===== src/rtl/usb_cdc_rxctl_pkg.sv =====
// State encoding shared by the toggle-handshake receive controller.
package usb_cdc_rxctl_pkg;

   typedef enum logic {
      IDLE = 1'b0,
      HOLD = 1'b1
   } state_t;

endpackage


===== src/rtl/usb_synczer.sv =====
// Two-flop synchronizer for signals arriving from another clock domain.
// Both stages reset to DATA_ONRST so the first post-reset compare is quiet.
module usb_synczer #(
   parameter int                    DATA_WIDTH = 1,
   parameter logic [DATA_WIDTH-1:0] DATA_ONRST = '0
) (
   input  logic                  clock,
   input  logic                  reset0_async,
   input  logic                  reset0_sync,
   input  logic [DATA_WIDTH-1:0] data_async,
   output logic [DATA_WIDTH-1:0] data_sync
);

   logic [DATA_WIDTH-1:0] stage1;

   always_ff @(posedge clock or negedge reset0_async) begin
      if (!reset0_async) begin
         stage1    <= DATA_ONRST;
         data_sync <= DATA_ONRST;
      end else if (!reset0_sync) begin
         stage1    <= DATA_ONRST;
         data_sync <= DATA_ONRST;
      end else begin
         stage1    <= data_async;
         data_sync <= stage1;
      end
   end

endmodule


===== src/rtl/usb_cdc_rxctl.sv =====
// Destination side of a two-phase req/ack word crossing: captures the held
// source word, offers it via valid/ready and toggles ack once it is accepted.
module usb_cdc_rxctl #(
   parameter int   DATA_WIDTH = 8,
   parameter int   CNT_WIDTH  = 8,
   parameter logic REQ_ONRST  = 1'b0
) (
   input  logic                  reset0_async,
   input  logic                  clock,
   input  logic                  reset0_sync,
   input  logic                  req_toggle_async,
   input  logic [DATA_WIDTH-1:0] data_async,
   output logic                  ack_toggle,
   output logic [DATA_WIDTH-1:0] out_data,
   output logic                  out_valid,
   input  logic                  out_ready,
   input  logic                  overrun_clr,
   output logic                  overrun,
   output logic [CNT_WIDTH-1:0]  xfer_cnt
);

   import usb_cdc_rxctl_pkg::*;

   state_t state;
   state_t next_state;
   logic   req_sync;
   logic   req_sync_d;
   logic   req_seen;
   logic   capture;
   logic   accept;
   logic   req_edge;

   usb_synczer #(
      .DATA_WIDTH (1),
      .DATA_ONRST (REQ_ONRST)
   ) u_req_synczer (
      .clock        (clock),
      .reset0_async (reset0_async),
      .reset0_sync  (reset0_sync),
      .data_async   (req_toggle_async),
      .data_sync    (req_sync)
   );

   // A fresh request is a mismatch against the level we last acknowledged.
   always_comb begin
      next_state = state;
      capture    = 1'b0;
      accept     = 1'b0;
      case (state)
         IDLE: begin
            if (req_sync != req_seen) begin
               capture    = 1'b1;
               next_state = HOLD;
            end
         end
         HOLD: begin
            if (out_ready) begin
               accept     = 1'b1;
               next_state = IDLE;
            end
         end
         default: next_state = IDLE;
      endcase
   end

   assign req_edge = (state == HOLD) && (req_sync != req_sync_d);

   always_ff @(posedge clock or negedge reset0_async) begin
      if (!reset0_async) begin
         state <= IDLE;
      end else if (!reset0_sync) begin
         state <= IDLE;
      end else begin
         state <= next_state;
      end
   end

   always_ff @(posedge clock or negedge reset0_async) begin
      if (!reset0_async) begin
         req_sync_d <= REQ_ONRST;
         req_seen   <= REQ_ONRST;
         ack_toggle <= 1'b0;
         out_data   <= '0;
         out_valid  <= 1'b0;
         xfer_cnt   <= '0;
      end else if (!reset0_sync) begin
         req_sync_d <= REQ_ONRST;
         req_seen   <= REQ_ONRST;
         ack_toggle <= 1'b0;
         out_data   <= '0;
         out_valid  <= 1'b0;
         xfer_cnt   <= '0;
      end else begin
         req_sync_d <= req_sync;
         if (capture) begin
            out_data  <= data_async;
            out_valid <= 1'b1;
         end else if (accept) begin
            out_valid  <= 1'b0;
            ack_toggle <= ~ack_toggle;
            req_seen   <= ~req_seen;
            xfer_cnt   <= xfer_cnt + 1'b1;
         end
      end
   end

   // A second source toggle while a word is held only flags; set beats clear.
   always_ff @(posedge clock or negedge reset0_async) begin
      if (!reset0_async) begin
         overrun <= 1'b0;
      end else if (!reset0_sync) begin
         overrun <= 1'b0;
      end else if (req_edge) begin
         overrun <= 1'b1;
      end else if (overrun_clr) begin
         overrun <= 1'b0;
      end
   end

endmodule


===== config.mk =====
export PLATFORM = sky130hd
export DESIGN_NAME = usb_cdc_rxctl
export DESIGN_NICKNAME = d
export VERILOG_FILES = /design/src/rtl/usb_cdc_rxctl_pkg.sv /design/src/rtl/usb_synczer.sv /design/src/rtl/usb_cdc_rxctl.sv
export SDC_FILE = /design/constraint.sdc
export NUM_CORES = 1
export LEC_CHECK = 0
export CORE_AREA = 2 2 52 54
export DETAILED_ROUTE_END_ITERATION = 10
export DIE_AREA = 0 0 54 56
export GPL_ROUTABILITY_DRIVEN = 0
export HOLD_SLACK_MARGIN = 0.15
export MAX_ROUTING_LAYER = met4
export PLACE_DENSITY_LB_ADDON = 0.2
export SYNTH_ARGS = -nofsm -noshare
export SYNTH_HDL_FRONTEND = slang
export SYNTH_HIERARCHICAL = 1
export SYNTH_SLANG_ARGS = --single-unit

===== constraint.sdc =====
create_clock -name clock -period 2.1 [get_ports clock]
set_clock_uncertainty 0.15 [all_clocks]
set_input_delay 0.315 -clock clock [delete_from_list [all_inputs] [get_ports clock]]
set_output_delay 0.315 -clock clock [all_outputs]
set_load 0.03 [all_outputs]

# Word level (Yosys, flattened, before mapping)
# Index checks and enable logic that the tools add are counted.
dict set report totals {
  regBits 24
  out_inout_bits 19
  input_bits 14
}
dict set report op_classes {
  n_bitwise 3
  n_eq_ne 7
  reduce_logical 2
  addsub 1
  n_mux 27
}
# operator count
set op_table {}
lappend op_table {{2-to-1 mux 8 bit} 5}
lappend op_table {{2-to-1 mux 1 bit} 21}
lappend op_table {{adder 8 x 1 -> 8 bit (second input constant)} 1}
lappend op_table {{inequality test 3 x 1 -> 1 bit (second input constant)} 2}
lappend op_table {{inequality test 2 x 1 -> 1 bit (second input constant)} 2}
lappend op_table {{NOT 1 bit} 3}
lappend op_table {{inequality test 1 bit} 2}
lappend op_table {{inequality test 2 bit (second input constant)} 1}
lappend op_table {{one-hot mux 1 bit (2 select lines)} 1}
lappend op_table {{AND reduction 2 bit} 1}
lappend op_table {{logical AND 1 bit} 1}

# Longest topological paths before layout
dict set report logic_depth {
  depth_word 5
  depth_mapped 4
}

# Modules after synthesis
# Netlist, hierarchy kept.
# mod area_each_um2 instances cells_each
set modules_own_cells {}
lappend modules_own_cells {usb_cdc_rxctl 991.0 1 98}
lappend modules_own_cells {usb_synczer 62.6 1 4}

# Least setup slack after synthesis
# No wires, ideal clock.
dict set report synth_path {
  kind {flip-flop to flip-flop}
  startpoint {register xfer_cnt[0]}
  endpoint {register xfer_cnt[4]}
  required_time_ps 1872
  synth_period_minus_slack_ps 1539
  slack_ps 561
  arrival_ps 1311
  n_path_buf 0
  stages_incl_launch_ff 5
  path_cell_list {dfrtp_1 -> ha_1 -> nand4_1 -> or3_1 -> a21oi_1}
}
dict set report synth_between {
  elab_chain_cells 4
}
# element line_no
set synth_rtl {}
lappend synth_rtl {{start: declaration} usb_cdc_rxctl.sv:19} ;# output logic [CNT_WIDTH-1:0] xfer_cnt
lappend synth_rtl {{start signal: assignment} usb_cdc_rxctl.sv:102} ;# xfer_cnt <= xfer_cnt + 1'b1;
lappend synth_rtl {{adder 8 x 1 -> 8 bit} usb_cdc_rxctl.sv:102}
lappend synth_rtl {{2-to-1 mux 8 bit} usb_cdc_rxctl.sv:98} ;# end else if (accept) begin
lappend synth_rtl {{2-to-1 mux 8 bit} usb_cdc_rxctl.sv:95} ;# if (capture) begin
lappend synth_rtl {{2-to-1 mux 8 bit} usb_cdc_rxctl.sv:86} ;# end else if (!reset0_sync) begin
# No other way between the ends. The select of a mux whose other input is x is not followed.
# A chain may end at the register's enable or synchronous reset.

# Worst setup path in the final report
dict set report layout_path {
  startpoint {register xfer_cnt[4]}
  endpoint {output xfer_cnt[4]}
}
# No word-level cell between the ends.

==> summary.md <==
| Metric | Value |
|---|---|
| Status | `completed` |
| Area share of the largest cell type after synthesis | `a little under three fifths` |
| Drt drc | `0` |
| Hold Path Class | `in2async` |
| Cell area power density | `slightly below 700 mW/mm^2` |
| Max rail drop VDD | `around 0.43 mV` |
| Count leader, synth | `dfrtp_1` |
| Startpoint Class | `flip-flop` |
| Yosys reg bits | `24` |
| Yosys warns | `6` |
| Iteration count of the initial detailed-routing pass | `4` |
| Area grow syn2layout | `40.6%` |
| # nets final | `between 150 and 200` |
| IO Port Bufs | `32` |
| Final Hold Vio Count | `0` |
| Clock Latency Late Sink | `~310 ps` |
| Max-slew violations | `0` |
| CP max-delay cell | `clkdlybuf4s50_1` |
| WL met3 | `roughly 96 um` |
| CTS H-tree depth | `1` |
| RSZ-0062 raised after global routing | `no` |
| Die ar. | `0.00302 mm^2` |
| Hpwl dp | `approximately 1700 um` |
| Syn nets | `117` |
| Post-synthesis cell count | `between 100 and 150` |
| Setup violators final | `0` |
| Hold buffers post-CTS | `0` |
| Buf/Inv on CP | `1` |
| Die height | `~56 um` |
| Most used DFF post-synth | `dfrtp_1` |
| Vias in the first global route | `between 900 and 1000` |
| Number of DRC markers in iteration 0 | `17` |
| Top sig layer | `met4` |
| Synth cell types | `27` |
| CTS tree | `done` |
| Via count | `between 800 and 900` |
| Clock slew at the register clock pins of the worst setup and hold paths | `around 140 ps` |
| Synth cell count leaders | `dfrtp_1, a21oi_1, nand3_1, o21ai_0, nor2_1` |
| Die Span X | `roughly 54 um` |
| Pleak | `around 0.6 nW` |
| First-pass GRT wire length | `roughly 4100 um` |
| CP peak stage delay | `just over 700 ps` |
| Worst R2R End | `out_data[3]` |
| Initial antenna violation count | `0` |
| Cts repair resizes | `0` |
| Initial Utilization | `43.3%` |
| Met1 WL | `1060 um` |
| Worst flop-to-flop path startpoint | `u_req_synczer/data_sync` |
| Total CTS buffers | `3` |
| Layout cell share with drive strength beyond 1 | `8.57%` |
| Post-Syn Area | `between 0.001 and 0.0015 mm^2` |
| DR vias/cell | `about 5.2` |
| Largest net degree at the start of global routing | `25` |
| # IOs | `33` |
| GRT overflow | `0` |
| Setup CP Type | `reg2out` |
| Cell Chain, Critical Path | `clkdlybuf4s50_1` |
| Row cnt | `18` |
| Synth Area per Inst | `about 10 um^2` |
| Min cycle time layout | `1940 ps` |
| Hold Slack | `approximately 190 ps` |
| Floorplan core area | `~0.0024 mm^2` |
| TritonCTS Sinks | `24` |
| Part of the cycle the worst path needs | `92.1%` |
| Post-synth ARST share | `100%` |
| DR WL met2 | `approximately 1200 um` |
| Setup TNS | `0 ps` |
| Max-cap violations | `0` |
| Wire per inst | `14.0 um` |
| Slew @ Worst Pin | `~640 ps` |
| Fmax | `517 MHz` |
| CP Capture Type | `output port` |
| CP required | `1630 ps` |
| Yosys top cell by area | `dfrtp_1` |
| Rel. slew slack | `between 50% and 60%` |
| Top cells by area, synth | `dfrtp_1, a21oi_1, nand3_1` |
| Total GRT Usage | `a little under a fifth` |
| Post-CTS Setup Repair Bufs | `0` |
| Max FO, Critical Path | `5` |
| Seq/Total Area, Yosys | `a little under three fifths` |
| Final WL | `2380 um` |
| Reg2reg path depth | `3` |
| Critical path's top delay family | `buffers and inverters` |
| CTS Buffer Depth | `2` |
| Antenna cells | `0` |
| CTS root buf | `clkbuf_4` |
| Worst R2R Setup Slack | `roughly 480 ps` |
| Post-DRT Antenna Nets | `0` |
| Number of synthesized flops with an enable pin | `0` |
| Crit path DAT | `around 1500 ps` |
-- registers in the layout, summed over array words and instances (netlist names) --
signal / flops
ack_toggle: 1
out_data: 8
out_valid: 1
overrun: 1
req_seen: 1
req_sync_d: 1
state: 1
u_req_synczer/data_sync: 1
u_req_synczer/stage1: 1
xfer_cnt: 8
-- cell usage in the layout, fill, tap and decap left out --
| cell | instances |
|---|---|
| and3_1 | 1 |
| nand3_1 | 11 |
| clkbuf_4 | 3 |
| buf_4 | 5 |
| ha_1 | 1 |
| clkdlybuf4s50_1 | 32 |
| xor2_2 | 1 |
| nand2b_1 | 1 |
| clkinv_1 | 2 |
| xor2_1 | 4 |
| and2_1 | 3 |
| o31ai_1 | 1 |
| mux2i_1 | 1 |
| xnor2_1 | 2 |
| dfrtp_1 | 24 |
| bufinv_16 | 1 |
| inv_1 | 2 |
| a22oi_1 | 1 |
| or3_1 | 3 |
| o21ai_0 | 11 |
| nand2_2 | 1 |
| or4_1 | 1 |
| nor2b_1 | 1 |
| nand2_1 | 4 |
| nor4_2 | 1 |
| a21oi_1 | 15 |
| nor2_1 | 6 |
| nand4_1 | 1 |
-- layer usage --
layer  GRT usage (%)  vias up
met5               -        -
met2            28.4       20
met4            6.43        0
met1            24.7      423
li1                -      431
met3            2.42        6
-- worst max-delay path by stage --
| stage | from | end | cells after the start |
|---|---|---|---|
| final | xfer_cnt[4] | xfer_cnt[4] | 1 |
| after floorplan | xfer_cnt[0] | xfer_cnt[4] | 4 |
| after CTS | xfer_cnt[3] | xfer_cnt[3] | 1 |
| after detailed placement | out_ready | xfer_cnt[5] | 4 |
| after global placement | out_ready | xfer_cnt[5] | 4 |
| after global routing | xfer_cnt[4] | xfer_cnt[4] | 1 |
-- cell families after synthesis --
| family | Yosys count | share of synthesized area (%) |
|---|---|---|
| AO/OA/AOI/OAI | 28 | 13.8 |
| buffers and inverters | 7 | 3.33 |
| XOR/XNOR | 7 | 6.53 |
| flip-flops | 24 | 57.0 |
| AND/OR/NAND/NOR | 34 | 17.2 |
| multiplexers | 1 | 0.950 |
| adder cells (fa/ha/maj) | 1 | 1.19 |
-- through the flow --
stage	util [%]	total power, mW	std cells	setup WS [ps]	area, um^2
floorplan	-	0.592	102	561	1050
global placement	58.7	0.676	166	246	1430
detailed placement	58.7	0.679	166	235	1430
CTS	60.9	1.01	170	160	1480
global route	60.9	1.05	170	116	1480
finish	60.9	1.00	170	165	1480
-- where the power goes --
part | switching (mW) | internal (mW)
Sequential | 0.0156 | 0.482
Clock | 0.141 | 0.193
Combinational | 0.0964 | 0.0747
Total | 0.253 | 0.750
-- final cells by class --
cell class | count | area, um^2
inverters | 4 | 15.0
well taps | 30 | 37.5
flip-flops and latches | 24 | 601
fillers | 220 | 951
clock inverters | 1 | 30.0
repair buffers | 37 | 358
clock buffers | 3 | 22.5
multi-input cells | 71 | 418
No activity file was read; power rests on OpenSTA's default activity.
